<file path="src/rtl/lsu_pkg.sv">
// lsu_pkg: shared access-size/state types and lane-mask helpers for the load/store path
package lsu_pkg;
    typedef enum logic [1:0] {BYTE = 2'b00, HALF = 2'b01, WORD = 2'b10, BAD = 2'b11} mem_size_t;
    typedef enum logic [1:0] {IDLE, ACC0, ACC1, DONE} lsu_state_t;
    localparam logic [3:0] BASE_BYTE = 4'b0001;
    localparam logic [3:0] BASE_HALF = 4'b0011;
    localparam logic [3:0] BASE_WORD = 4'b1111;
    function automatic logic [3:0] baseMask(input mem_size_t s);
        return s == BYTE ? BASE_BYTE : s == HALF ? BASE_HALF : s == WORD ? BASE_WORD : 4'b0000;
    endfunction
endpackage

</file>
<file path="src/rtl/lsu_extend.sv">
// lsu_extend: zero/sign extension of right-justified load data by access size
module lsu_extend
    import lsu_pkg::*;
(
    input  logic [31:0] data,
    input  mem_size_t   size,
    input  logic        signExt,
    output logic [31:0] result
);
    assign result = size == BYTE ? {{24{signExt & data[7]}}, data[7:0]} :
                    size == HALF ? {{16{signExt & data[15]}}, data[15:0]} : data;
endmodule

</file>
<file path="src/rtl/lsu_align.sv">
// lsu_align: byte/half/word load-store initiator that splits word-crossing accesses in two
module lsu_align
    import lsu_pkg::*;
#(
    parameter int ADDR_W = 13
) (
    input  logic              clk,
    input  logic              rst,
    input  logic              req_valid,
    output logic              req_ready,
    input  logic              req_we,
    input  logic [1:0]        req_size,
    input  logic              req_signed,
    input  logic [ADDR_W-1:0] req_addr,
    input  logic [31:0]       req_wdata,
    output logic              resp_valid,
    output logic              resp_err,
    output logic [31:0]       resp_rdata,
    output logic              mem_en,
    output logic              mem_we,
    output logic [3:0]        mem_be,
    output logic [ADDR_W-3:0] mem_addr,
    output logic [31:0]       mem_wdata,
    input  logic [31:0]       mem_rdata
);
    lsu_state_t        state, stateNext;
    mem_size_t         sizeQ;
    logic              weQ, signedQ;
    logic [ADDR_W-1:0] addrQ;
    logic [31:0]       wdataQ, loQ, rShift, extData;
    logic [ADDR_W-3:0] wordAddr;
    logic [1:0]        off;
    logic [7:0]        m8;
    logic [63:0]       w64, rCat;
    logic              split, acc, hiAcc, done;
    assign off      = addrQ[1:0];
    assign wordAddr = addrQ[ADDR_W-1:2];
    assign split    = (sizeQ == HALF && off == 2'd3) || (sizeQ == WORD && off != 2'd0);
    assign m8       = {4'b0000, baseMask(sizeQ)} << off;
    assign w64      = {32'b0, wdataQ} << {off, 3'b000};
    // lo word was captured during ACC1; the hi word arrives on mem_rdata in DONE
    assign rCat     = split ? {mem_rdata, loQ} : {32'b0, mem_rdata};
    assign rShift   = 32'(rCat >> {off, 3'b000});
    assign acc      = state == ACC0 || state == ACC1;
    assign hiAcc    = state == ACC1;
    assign done     = state == DONE;
    assign req_ready  = state == IDLE;
    assign mem_en     = acc;
    assign mem_we     = acc && weQ;
    assign mem_be     = !acc ? 4'b0000 : hiAcc ? m8[7:4] : m8[3:0];
    assign mem_addr   = !acc ? '0 : hiAcc ? wordAddr + 1'b1 : wordAddr;
    assign mem_wdata  = !acc ? 32'b0 : hiAcc ? w64[63:32] : w64[31:0];
    assign resp_valid = done;
    assign resp_err   = done && sizeQ == BAD;
    assign resp_rdata = (done && !weQ && sizeQ != BAD) ? extData : 32'b0;
    lsu_extend uExtend (
        .data   (rShift),
        .size   (sizeQ),
        .signExt(signedQ),
        .result (extData)
    );
    always_comb begin
        stateNext = state;
        unique case (state)
            IDLE: if (req_valid) stateNext = mem_size_t'(req_size) == BAD ? DONE : ACC0;
            ACC0: stateNext = split ? ACC1 : DONE;
            ACC1: stateNext = DONE;
            DONE: stateNext = IDLE;
        endcase
    end
    always_ff @(posedge clk) begin
        if (rst) begin
            state   <= IDLE;
            weQ     <= 1'b0;
            sizeQ   <= BYTE;
            signedQ <= 1'b0;
            addrQ   <= '0;
            wdataQ  <= 32'b0;
            loQ     <= 32'b0;
        end else begin
            state <= stateNext;
            if (req_valid && req_ready) begin
                weQ     <= req_we;
                sizeQ   <= mem_size_t'(req_size);
                signedQ <= req_signed;
                addrQ   <= req_addr;
                wdataQ  <= req_wdata;
            end
            if (hiAcc) loQ <= mem_rdata;
        end
    end
endmodule
</file>
<file path="config.mk">
export PLATFORM = sky130hd
export DESIGN_NAME = lsu_align
export DESIGN_NICKNAME = d
export VERILOG_FILES = /design/src/rtl/lsu_pkg.sv /design/src/rtl/lsu_extend.sv /design/src/rtl/lsu_align.sv
export SDC_FILE = /design/constraint.sdc
export NUM_CORES = 1
export LEC_CHECK = 0
export ABC_AREA = 1
export BUFFER_PORTS_ARGS = -buffer_cell sky130_fd_sc_hd__buf_2
export CAP_MARGIN = 20
export CORE_MARGIN = 5
export CORE_UTILIZATION = 54
export CTS_CLUSTER_DIAMETER = 120
export CTS_CLUSTER_SIZE = 14
export DETAILED_ROUTE_END_ITERATION = 6
export MAX_ROUTING_LAYER = met4
export PLACE_DENSITY = 0.83
export SLEW_MARGIN = 20
export SYNTH_ARGS = -nofsm -noshare
export SYNTH_HDL_FRONTEND = slang
export SYNTH_SLANG_ARGS = --single-unit
</file>
<file path="constraint.sdc">
create_clock -name clk -period 5.1 [get_ports clk]
set_input_delay 0.765 -clock clk [delete_from_list [all_inputs] [get_ports clk]]
set_output_delay 0.765 -clock clk [all_outputs]
set_load 0.1 [all_outputs]
</file>
# == Yosys cells after proc, flatten, opt, wreduce, memory -nomap -nowiden ==
# Index checks and enable logic that the tools add are counted.
# classes
addsub,1
n_mul,0
div_mod_pow,0
n_lt_le_gt_ge,0
n_eq_ne,10
shift,3
muxes,17
bitwise,2
reduce_logical,13
# ops
cell,count
32-bit 2-to-1 mux,5
64-bit 2-to-1 mux,1
32-bit by 5-bit left shift with 64-bit output,1
64-bit by 5-bit right shift with 32-bit output,1
11-bit 2-to-1 mux,2
4-bit 2-to-1 mux,5
2-bit == test (second input constant),6
11-bit by 1-bit adder with 11-bit output (second input constant),1
2-bit case mux with 4 select lines,1
4-bit by 2-bit left shift with 8-bit output,1
1-bit logical AND,7
2-bit by 1-bit == test with 1-bit output (second input constant),2
2-bit zero test,2
2-bit 2-to-1 mux,2
2-bit inequality test (second input constant),2
1-bit AND,2
1-bit logical OR,2
2-bit nonzero test,1
1-bit zero test,1
1-bit 2-to-1 mux,1
# word_totals
regBits,83
latchBits,0
mem_bits_rw,0
mem_bits_ro,0
mem_count,0

# == Depth between registers and ports, before layout ==
# Gate-level depths: netlist of run 1.
# logic_depth
ltp_word,9
depth_mapped,16
mapped_depth_nobuf,14

# == Modules after synthesis ==
# Synthesis of run 1 repeated with hierarchy kept, for this count alone.
# hier_totals
hier_cells,1056
area_unflattened_um2,6085.8
# by_module_without_submodules
mod,instances,cells_each,area_each_um2,seq_area_each_um2
lsu_align,1,984,5619.1,1501.4
lsu_extend,1,72,466.7,0.0

# == Worst setup path after synthesis of run 1 ==
# Ideal clock, no wire load.
# synth_timing
path_kind,reg-to-output
startpoint,reg state[0]
endpoint,out mem_be[2]
arrival_ns,4.285
slack_ns,0.050
path_stages_with_launch,8
path_buffers,0
path_cell_list,dfxtp_1 -> inv_1 -> ha_1 -> inv_1 -> nor2_1 -> inv_1 -> o21ai_0 -> a21boi_0
# synth_between
elab_chain_len,3
elab_cells_between_ends,5
classes_between,2 x eq/ne; 2 x mux; 1 x reduce/logical
# synth_lines
element,line,text
from (decl),lsu_align.sv:26,"lsu_state_t state, stateNext;"
from (signal assigned),lsu_align.sv:81,state <= stateNext;
2-bit by 1-bit == test with 1-bit output / 2-bit == test (equally long branches),lsu_align.sv:44,assign acc = state == ACC0 || state == ACC1;
1-bit logical OR (*),lsu_align.sv:44,
via mem_en,lsu_align.sv:19,"output logic mem_en,"
4-bit 2-to-1 mux (*),lsu_align.sv:50,assign mem_be = !acc ? 4'b0000 : hiAcc ? m8[7:4] : m8[3:0];
to (decl),lsu_align.sv:21,"output logic [3:0] mem_be,"
# The timed path passes the listed nets; every way through them passes the cells marked *.

# == Worst setup path after layout of run 1 ==
# layout_timing
startpoint,reg sizeQ[1]
endpoint,out resp_rdata[30]
# layout_between
elab_chain_len,9
elab_cells_between_ends,15
classes_between,3 x eq/ne; 1 x shift; 4 x mux; 2 x bitwise; 5 x reduce/logical
# layout_lines
element,line,text
from (decl),lsu_align.sv:27,mem_size_t sizeQ;
from (signal assigned),lsu_align.sv:84,sizeQ <= mem_size_t'(req_size);
2-bit by 1-bit == test with 1-bit output / 2-bit == test (equally long branches),"lsu_extend.sv:11, lsu_align.sv:38",
1-bit logical AND,lsu_align.sv:38,assign split = (sizeQ == HALF && off == 2'd3) || (sizeQ == WORD && off != 2'd0);
1-bit logical OR,lsu_align.sv:38,
64-bit 2-to-1 mux,lsu_align.sv:42,"assign rCat = split ? {mem_rdata, loQ} : {32'b0, mem_rdata};"
64-bit by 5-bit right shift with 32-bit output,lsu_align.sv:43,"assign rShift = 32'(rCat >> {off, 3'b000});"
1-bit AND,lsu_extend.sv:11,"size == HALF ? {{16{signExt & data[15]}}, data[15:0]} : data;"
32-bit 2-to-1 mux,lsu_extend.sv:11,
32-bit 2-to-1 mux,lsu_extend.sv:10,"assign result = size == BYTE ? {{24{signExt & data[7]}}, data[7:0]} :"
32-bit 2-to-1 mux (*),lsu_align.sv:55,assign resp_rdata = (done && !weQ && sizeQ != BAD) ? extData : 32'b0;
to (decl),lsu_align.sv:18,"output logic [31:0] resp_rdata,"
# Mark *: on every way between the ends. The rest lies on a longest branch, timed or not.

==> metrics.txt, run 1 <==
# TYPE chip_impl_metric gauge
chip_impl_info{name="outcome",value="completed"} 1
chip_impl_info{name="cp-start-kind",value="flop"} 1
chip_impl_metric{name="p_leak",unit="nW"} 3.15
chip_impl_metric{name="post_cts.repair.setup_buffers",unit=""} 0
chip_impl_metric{name="routed-wl-met2",unit="um"} 8470
chip_impl_metric{name="synth-edff-count",unit=""} 0
chip_impl_metric{name="antenna_cells_inserted",unit=""} 0
chip_impl_info{name="worst_r2r_start",value="sizeQ[1]"} 1
chip_impl_info{name="cts_tree",value="yes"} 1
chip_impl_metric{name="top_achievable_clock_speed",unit="MHz"} 221
chip_impl_metric{name="worstMarginPinSlew",unit="ps"} 1040
chip_impl_metric{name="drc_violations_left",unit=""} 0
chip_impl_info{name="timing.hold.worst_endpoint",value="loQ[10]"} 1
chip_impl_metric{name="post_drt_wl_per_cell",unit="um"} 15.4
chip_impl_info{name="timing.hold.worst.class",value="flop to flop"} 1
chip_impl_metric{name="pwr_density_cell",unit="mW/mm^2"} 509
chip_impl_metric{name="reg2reg_setup_slack",unit="ps"} 2660
chip_impl_info{name="end_kind",value="output port"} 1
chip_impl_metric{name="design.portCount",unit=""} 168
chip_impl_metric{name="min_delay_path_depth",unit=""} 2
chip_impl_metric{name="placementRows",unit=""} 37
chip_impl_metric{name="num_vias",unit=""} 6895
chip_impl_metric{name="core_area",unit="mm^2"} 0.0104
chip_impl_metric{name="fp.dieW",unit="um"} 113
chip_impl_metric{name="first_global_vias",unit=""} 6143
chip_impl_metric{name="slew_headroom",unit="%"} 30.4
chip_impl_metric{name="clock_sink_count",unit=""} 76
chip_impl_metric{name="post_drt_via_cell_ratio",unit=""} 5.67
chip_impl_metric{name="postLayoutSetupSlackWorst",unit="ps"} 583
chip_impl_metric{name="synth.avg_cell_area",unit="um^2"} 6.00
chip_impl_metric{name="ys_async_sr_fraction",unit="%"} 0
chip_impl_metric{name="netlist_area",unit="mm^2"} 0.00577
chip_impl_metric{name="wirelength_met1",unit="um"} 8010
chip_impl_metric{name="cts-hold-fix-buffers",unit=""} 0
chip_impl_metric{name="die_area",unit="mm^2"} 0.0129
chip_impl_metric{name="grt_pass1_wl",unit="um"} 30100
chip_impl_metric{name="post_cts_resize_count",unit=""} 0
chip_impl_info{name="cts_root_buffer",value="sky130_fd_sc_hd__clkbuf_8"} 1
chip_impl_metric{name="setup_tns",unit="ps"} 0
chip_impl_info{name="routed.top_layer",value="met4"} 1
chip_impl_metric{name="ctsHtreeMaxLevel",unit=""} 3
chip_impl_metric{name="max-vdd-ir-drop",unit="uV"} 503
chip_impl_metric{name="ff2ff_path_depth",unit=""} 7
chip_impl_metric{name="final_period_utilization",unit="%"} 88.6
chip_impl_metric{name="synthesis.yosys.warnings",unit=""} 0
chip_impl_metric{name="detailed_place.area",unit="mm^2"} 0.00649
chip_impl_metric{name="cts_inserted_buffers",unit=""} 9
chip_impl_metric{name="antenna_violations_before_repair",unit=""} 0
chip_impl_metric{name="cp_max_fo",unit=""} 29
chip_impl_metric{name="grt_start_max_net_pins",unit=""} 115
chip_impl_metric{name="clkLatencyLatePin",unit="ps"} 350
chip_impl_metric{name="holdWs",unit="ps"} 469
chip_impl_metric{name="ys_seq_elements",unit=""} 76
chip_impl_info{name="synth_area_leader_cell",value="sky130_fd_sc_hd__dfxtp_1"} 1
chip_impl_info{name="timing.rr.end",value="state[0]"} 1
chip_impl_info{name="synth_common_cells",value="264 x sky130_fd_sc_hd__nand2_1, 107 x sky130_fd_sc_hd__nor2_1, 95 x sky130_fd_sc_hd__o21ai_0"} 1
chip_impl_metric{name="postLayoutCellArea",unit="mm^2"} 0.00670
chip_impl_metric{name="syn-num-nets",unit=""} 1056
chip_impl_metric{name="grt_overflow_total",unit=""} 0
chip_impl_metric{name="post_synth_inst_count",unit=""} 962
chip_impl_metric{name="numPortBuffers",unit=""} 167
chip_impl_metric{name="final_period_minus_worst_setup_slack",unit="ps"} 4520
chip_impl_metric{name="dr_wl_met3",unit="um"} 1690
chip_impl_metric{name="finClkSkew",unit="ps"} 10.4
chip_impl_info{name="grt_setup_unrepaired",value="false"} 1
chip_impl_metric{name="drive_above_1_share",unit="%"} 21.1
chip_impl_metric{name="critical_path_required",unit="ps"} 4340
chip_impl_metric{name="detailedPlacementHpwl",unit="um"} 13300
chip_impl_metric{name="detailedRoute.firstPassIterationCount",unit=""} 6
chip_impl_metric{name="final_cells",unit=""} 1215
chip_impl_metric{name="path_clk_slew",unit="ps"} 80
chip_impl_metric{name="final_core_util",unit="%"} 64.6
chip_impl_metric{name="finalMaxSlewViolations",unit=""} 0
chip_impl_metric{name="cp.arrival",unit="ps"} 3750
chip_impl_metric{name="sequential_fraction_of_the_synthesis_area",unit="%"} 26.4
chip_impl_metric{name="start_util",unit="%"} 55.6
chip_impl_metric{name="finalWirelength",unit="um"} 18800
chip_impl_metric{name="count_of_final_hold_check_violations",unit=""} 0
chip_impl_metric{name="floorplan.die.height",unit="um"} 113
chip_impl_metric{name="num-nets-final",unit=""} 1168
chip_impl_metric{name="layout-area-overhead-vs-synth",unit="%"} 16.1
chip_impl_metric{name="fillerInstances",unit=""} 1049
chip_impl_info{name="criticalPathCategory",value="flop to output port"} 1
chip_impl_metric{name="place.gp.congestion",unit=""} 0.995
chip_impl_info{name="dominantRegCellSynth",value="sky130_fd_sc_hd__dfxtp_1"} 1
chip_impl_info{name="synth_most_common_cell",value="sky130_fd_sc_hd__nand2_1"} 1
chip_impl_info{name="synth_area_leaders",value="sky130_fd_sc_hd__dfxtp_1 26%, sky130_fd_sc_hd__nand2_1 17%, sky130_fd_sc_hd__o21ai_0 8.2%, sky130_fd_sc_hd__a21oi_1 8.1%, sky130_fd_sc_hd__nor2_1 7.0%"} 1
chip_impl_info{name="min_from",value="loQ[10]"} 1
chip_impl_metric{name="pre_cts_slack",unit="ps"} 1020
chip_impl_metric{name="ant_nets",unit=""} 0
chip_impl_metric{name="post-synth-top-area-fraction",unit="%"} 26.4
chip_impl_metric{name="design_power_total",unit="mW"} 3.41
chip_impl_metric{name="yosys.cell_types.count",unit=""} 36
chip_impl_metric{name="global_route_usage_sum",unit="%"} 29.0
chip_impl_metric{name="place.detailed.instances",unit=""} 1199
chip_impl_metric{name="drtIter0Drc",unit=""} 765
chip_impl_metric{name="cap_violations",unit=""} 0
chip_impl_metric{name="cts-root-to-sink-buffers",unit=""} 2
chip_impl_metric{name="finalSetupViolations",unit=""} 0
-- how the worst max path moves through the flow --
stage	startpoint	endpoint	slack (ps)	depth (start not counted)
after floorplan	state[0]	mem_be[2]	50	7
after global placement	sizeQ[1]	resp_rdata[30]	1050	14
after detailed placement	sizeQ[1]	resp_rdata[30]	1020	14
after CTS	sizeQ[1]	resp_rdata[30]	620	14
after global routing	sizeQ[1]	resp_rdata[27]	300	14
final	sizeQ[1]	resp_rdata[30]	580	14
-- worst max-delay path, stage by stage (launching register included) --
cell	delay [ps]
sky130_fd_sc_hd__dfxtp_1	360
sky130_fd_sc_hd__inv_1	90
sky130_fd_sc_hd__ha_1	600
sky130_fd_sc_hd__nand2_1	140
sky130_fd_sc_hd__nand2_2	260
sky130_fd_sc_hd__nand2_2	410
sky130_fd_sc_hd__buf_4	370
sky130_fd_sc_hd__nand2_1	80
sky130_fd_sc_hd__o21ai_1	90
sky130_fd_sc_hd__o21ai_1	200
sky130_fd_sc_hd__nand2_1	100
sky130_fd_sc_hd__nand2_1	70
sky130_fd_sc_hd__nand2_1	60
sky130_fd_sc_hd__a21oi_2	110
sky130_fd_sc_hd__buf_2	440
-- final cells by class --
class	instances	area [um^2]	share of cell area, %
flip-flops and latches	76	1530	22.8
well taps	136	170	2.54
inverters	75	284	4.24
repair buffers	175	896	13.4
multi-input cells	737	3620	54.0
clock inverters	6	68.8	1.03
clock buffers	10	138	2.05
-- metal layers --
metal	up-vias	global-route usage, %
li1	3411	-
met1	3091	37.9
met2	350	45.3
met3	43	4.19
met4	0	11.3
met5	-	-
-- state kept, by name, summed over array words and instances, names as in the netlist --
register	count
wdataQ	32
loQ	25
addrQ	13
sizeQ	2
state	2
signedQ	1
weQ	1
-- where the power goes --
part           leakage (nW)  switching (mW)  total [mW]  internal [mW]
clock                 0.103           0.237       0.480          0.243
combinational          2.42            1.70        2.14          0.438
sequential            0.624          0.0855       0.791          0.706
-- cell usage in the layout (no fill, tap or decap), drive strengths merged, types with 2 or more instances in the layout --
| cell type | instances |
|---|---|
| ha | 10 |
| nor3 | 16 |
| nand2 | 271 |
| a211oi | 40 |
| a31oi | 6 |
| clkbuf | 10 |
| nand3b | 2 |
| o21ai | 101 |
| o211ai | 5 |
| nor2 | 111 |
| buf | 175 |
| mux2i | 6 |
| clkinv | 5 |
| o22ai | 17 |
| a21oi | 108 |
| dfxtp | 76 |
| o21a | 5 |
| inv | 74 |
| nand3 | 32 |
-- cells by family (layout without fill, tap and decap cells) --
family / after synthesis / count (layout) / share of synthesized area [%]
adder cells (fa/ha/maj): 10 / 10 / 2.17
AO/OA/AOI/OAI: 285 / 285 / 28.5
AND/OR/NAND/NOR: 435 / 435 / 30.7
multiplexers: 6 / 6 / 1.04
XOR/XNOR: 1 / 1 / 0.152
buffers and inverters: 149 / 266 / 11.1
flip-flops: 76 / 76 / 26.4
Power figures use the tool's default switching activity.
==> run 2: changes to the inputs <==
Settings changed: ABC_AREA 1 to 0, CORE_MARGIN 5 to 4, PLACE_DENSITY 0.83 to 0.82.
==> run 2 against run 1 <==
  * Count of clock-buffer cells in the layout fell by 1
  * Sequential cell count fell by 1
  * Critical path type unchanged
  * Cell count fell by 12%
  * Power fell by 2.6%
  * Fmax rose by 12%
  * Clock power fell by 0.8%
  * Setup slack improved by 490 ps
  * Worst hold slack improved by 3.9 ps
  * Non-clock buffer count rose by 2
  * Wire length fell by 3.6%
  * Sequential power rose by 6.4%
==> metrics.txt, run 2 <==
# TYPE chip_impl_metric gauge
chip_impl_metric{name="p_leak",unit="nW"} 2.96
chip_impl_metric{name="final_period_utilization",unit="%"} 78.9
chip_impl_metric{name="synth.avg_cell_area",unit="um^2"} 7.32
chip_impl_metric{name="netlist_area",unit="mm^2"} 0.00590
chip_impl_metric{name="detailedRoute.firstPassIterationCount",unit=""} 5
chip_impl_metric{name="synthAdderAreaFrac",unit="%"} 2.12
chip_impl_metric{name="sequential_fraction_of_the_synthesis_area",unit="%"} 25.5
chip_impl_metric{name="num_vias",unit=""} 6325
chip_impl_metric{name="synth_simple_gate_area_share",unit="%"} 24.8
chip_impl_info{name="synth_area_leaders",value="sky130_fd_sc_hd__dfxtp_1 25%, sky130_fd_sc_hd__mux2i_1 15%, sky130_fd_sc_hd__nand2_1 9.4%, sky130_fd_sc_hd__a21oi_1 7.7%, sky130_fd_sc_hd__nor2_1 4.6%"} 1
chip_impl_metric{name="drive_above_1_share",unit="%"} 24.8
chip_impl_metric{name="post_synth_inst_count",unit=""} 806
chip_impl_metric{name="post_synth_xor_area_fraction",unit="%"} 1.04
chip_impl_metric{name="start_util",unit="%"} 56.4
chip_impl_metric{name="final_cells",unit=""} 1066
chip_impl_metric{name="clkLatencyLatePin",unit="ps"} 360
chip_impl_metric{name="cp.arrival",unit="ps"} 3260
chip_impl_info{name="criticalPathCategory",value="flop to output port"} 1
chip_impl_metric{name="syn-num-nets",unit=""} 900
chip_impl_metric{name="setup_tns",unit="ps"} 0
chip_impl_metric{name="place.gp.congestion",unit=""} 0.897
chip_impl_info{name="grt_setup_unrepaired",value="false"} 1
chip_impl_info{name="worst_r2r_start",value="sizeQ[0]"} 1
chip_impl_metric{name="post-synth-top-area-fraction",unit="%"} 25.5
chip_impl_metric{name="slew_headroom",unit="%"} 33.5
chip_impl_metric{name="path_clk_slew",unit="ps"} 90
chip_impl_metric{name="detailedPlacementHpwl",unit="um"} 12200
chip_impl_metric{name="fp.dieW",unit="um"} 113
chip_impl_metric{name="num-nets-final",unit=""} 1018
chip_impl_metric{name="ctsHtreeMaxLevel",unit=""} 3
chip_impl_metric{name="core_area",unit="mm^2"} 0.0105
chip_impl_metric{name="die_area",unit="mm^2"} 0.0127
chip_impl_metric{name="drtIter0Drc",unit=""} 533
chip_impl_metric{name="floorplan.die.height",unit="um"} 113
chip_impl_metric{name="finClkSkew",unit="ps"} 8.10
chip_impl_metric{name="top_achievable_clock_speed",unit="MHz"} 248
chip_impl_metric{name="fillerInstances",unit=""} 999
chip_impl_info{name="end_kind",value="output port"} 1
chip_impl_metric{name="finalMaxSlewViolations",unit=""} 0
chip_impl_info{name="dominantRegCellSynth",value="sky130_fd_sc_hd__dfxtp_1"} 1
chip_impl_metric{name="post_cts_resize_count",unit=""} 0
chip_impl_metric{name="post_drt_wl_per_cell",unit="um"} 17.0
chip_impl_info{name="max_flop_register",value="wdataQ"} 1
chip_impl_metric{name="final_period_minus_worst_setup_slack",unit="ps"} 4020
chip_impl_metric{name="synth-edff-count",unit=""} 0
chip_impl_metric{name="synth-compound-area-share",unit="%"} 23.8
chip_impl_metric{name="worstMarginPinSlew",unit="ps"} 995
chip_impl_info{name="synth_common_cells",value="148 x sky130_fd_sc_hd__nand2_1, 91 x sky130_fd_sc_hd__a21oi_1, 91 x sky130_fd_sc_hd__mux2i_1"} 1
chip_impl_info{name="layout_top_registers",value="wdataQ (32), loQ (24), addrQ (13)"} 1
chip_impl_info{name="launching_element_of_the_worst_setup_path",value="addrQ[1]"} 1
chip_impl_metric{name="design.portCount",unit=""} 168
chip_impl_metric{name="cp_max_fo",unit=""} 42
chip_impl_metric{name="place.detailed.instances",unit=""} 1049
chip_impl_metric{name="cap_violations",unit=""} 0
chip_impl_info{name="cp-start-kind",value="flop"} 1
chip_impl_metric{name="post_cts.repair.setup_buffers",unit=""} 0
chip_impl_metric{name="placementRows",unit=""} 37
chip_impl_metric{name="cts-hold-fix-buffers",unit=""} 0
chip_impl_metric{name="numPortBuffers",unit=""} 167
chip_impl_metric{name="finalSetupViolations",unit=""} 0
chip_impl_metric{name="yosys.cell_types.count",unit=""} 52
chip_impl_info{name="outcome",value="completed"} 1
chip_impl_metric{name="drc_violations_left",unit=""} 0
chip_impl_metric{name="ys_seq_elements",unit=""} 75
chip_impl_metric{name="multiInputGateArea",unit="mm^2"} 0.00404
chip_impl_metric{name="ys_async_sr_fraction",unit="%"} 0
chip_impl_metric{name="cts_inserted_buffers",unit=""} 9
chip_impl_metric{name="finalWirelength",unit="um"} 18100
chip_impl_info{name="timing.hold.worst.class",value="flop to flop"} 1
chip_impl_info{name="layout.cells.most_common_list",value="167 x sky130_fd_sc_hd__buf_2, 148 x sky130_fd_sc_hd__nand2_1, 91 x sky130_fd_sc_hd__mux2i_1, 91 x sky130_fd_sc_hd__a21oi_1, 73 x sky130_fd_sc_hd__dfxtp_1"} 1
chip_impl_info{name="cts_tree",value="yes"} 1
chip_impl_metric{name="grt_overflow_total",unit=""} 0
chip_impl_metric{name="grt_pass1_wl",unit="um"} 28900
chip_impl_metric{name="synth.mux.area_fraction",unit="%"} 16.8
chip_impl_metric{name="ff_latch_area",unit="mm^2"} 0.00151
chip_impl_metric{name="layout-area-overhead-vs-synth",unit="%"} 16.3
chip_impl_metric{name="largest_register_ffs",unit=""} 32
chip_impl_metric{name="clock_sink_count",unit=""} 75
chip_impl_metric{name="max-vdd-ir-drop",unit="uV"} 364
chip_impl_metric{name="critical_path_required",unit="ps"} 4340
chip_impl_metric{name="ant_nets",unit=""} 0
chip_impl_info{name="synth_most_common_cell",value="sky130_fd_sc_hd__nand2_1"} 1
chip_impl_info{name="cts_root_buffer",value="sky130_fd_sc_hd__clkbuf_8"} 1
chip_impl_metric{name="global_route_usage_sum",unit="%"} 28.4
chip_impl_metric{name="pwr_density_cell",unit="mW/mm^2"} 484
chip_impl_metric{name="grt_start_max_net_pins",unit=""} 82
chip_impl_metric{name="first_global_vias",unit=""} 5959
chip_impl_info{name="mostFrequentLayoutCell",value="sky130_fd_sc_hd__buf_2"} 1
chip_impl_info{name="synth_area_leader_cell",value="sky130_fd_sc_hd__dfxtp_1"} 1
chip_impl_metric{name="cts-root-to-sink-buffers",unit=""} 2
chip_impl_info{name="synth_top_family_by_area",value="simple AND/OR/NAND/NOR gates"} 1
chip_impl_metric{name="synthesis.yosys.warnings",unit=""} 0
chip_impl_metric{name="post_drt_via_cell_ratio",unit=""} 5.93
chip_impl_metric{name="antenna_violations_before_repair",unit=""} 1
chip_impl_metric{name="count_of_final_hold_check_violations",unit=""} 0
chip_impl_info{name="min_from",value="addrQ[12]"} 1
## run 2: cell types whose count changed after synthesis, moves of 15 or more
cell and delta:
sky130_fd_sc_hd__o21ai_0 -57, sky130_fd_sc_hd__a21oi_2 -15, sky130_fd_sc_hd__inv_1 -66, sky130_fd_sc_hd__nor2_1 -35, sky130_fd_sc_hd__and2_1 +28, sky130_fd_sc_hd__nand2_1 -116, sky130_fd_sc_hd__mux2i_1 +85, sky130_fd_sc_hd__and3_1 +18
sky130_fd_sc_hd__a211oi_1 -29
## run 2: worst max-delay path, stage by stage (launching register included)
cell                      delay (ps)
sky130_fd_sc_hd__dfxtp_2         840
sky130_fd_sc_hd__buf_4           450
sky130_fd_sc_hd__nand2_1         290
sky130_fd_sc_hd__nor2_1          620
sky130_fd_sc_hd__nand2_1         130
sky130_fd_sc_hd__o21ai_0         100
sky130_fd_sc_hd__buf_2           450
## run 2: worst paths after layout
kind                            cells past startpoint       endpoint  slack [ps]
worst max-delay path                                6  mem_wdata[18]        1080
worst min-delay path                                2      addrQ[12]         470
worst max register to register                      7       state[0]        2770
worst min register to register                      2      addrQ[12]         470
## run 2: power breakdown
| group | leakage, nW | total (mW) | internal, mW | switching (mW) |
|---|---|---|---|---|
| clock | 0.104 | 0.476 | 0.230 | 0.246 |
| combinational | 2.24 | 2.01 | 0.503 | 1.50 |
| sequential | 0.615 | 0.842 | 0.698 | 0.144 |
## run 2: logic make-up after synthesis
| group | count (synthesis) |
|---|---|
| XOR/XNOR | 7 |
| AND/OR/NAND/NOR | 324 |
| multiplexers | 98 |
| buffers and inverters | 78 |
| adder cells (fa/ha/maj) | 10 |
| flip-flops | 75 |
| AO/OA/AOI/OAI | 214 |
## run 2: metrics by stage
step | total power, mW | instance area, um^2 | utilization [%] | worst slack [ps] | hold WS, ps
after global placement | 2.82 | 6660 | 63.6 | 1560 | 460
after floorplan | 2.48 | 5900 | - | 207 | 449
after CTS | 3.32 | 6860 | 65.5 | 1130 | 473
after global routing | 3.50 | 6860 | 65.6 | 916 | 513
after detailed placement | 2.84 | 6660 | 63.6 | 1530 | 460
final | 3.32 | 6860 | 65.6 | 1080 | 473
## run 2: final cells by class
| cell class | instances | area share (%) |
|---|---|---|
| Antenna cell | 1 | 0.0365 |
| Clock buffer | 9 | 1.81 |
| Clock inverter | 7 | 1.09 |
| Inverter | 8 | 0.438 |
| Multi-Input combinational cell | 653 | 58.9 |
| Sequential cell | 75 | 22.0 |
| Tap cell | 136 | 2.48 |
| Timing Repair Buffer | 177 | 13.3 |
## run 2: routing by layer
layer | vias to the layer above | part of all wire [%] | GRT usage [%]
met1 | 2864 | 41 | 35.0
met5 | - | 0 | -
met2 | 349 | 47 | 45.4
met3 | 44 | 8.9 | 5.55
li1 | 3068 | - | -
met4 | 0 | 2.9 | 11.9
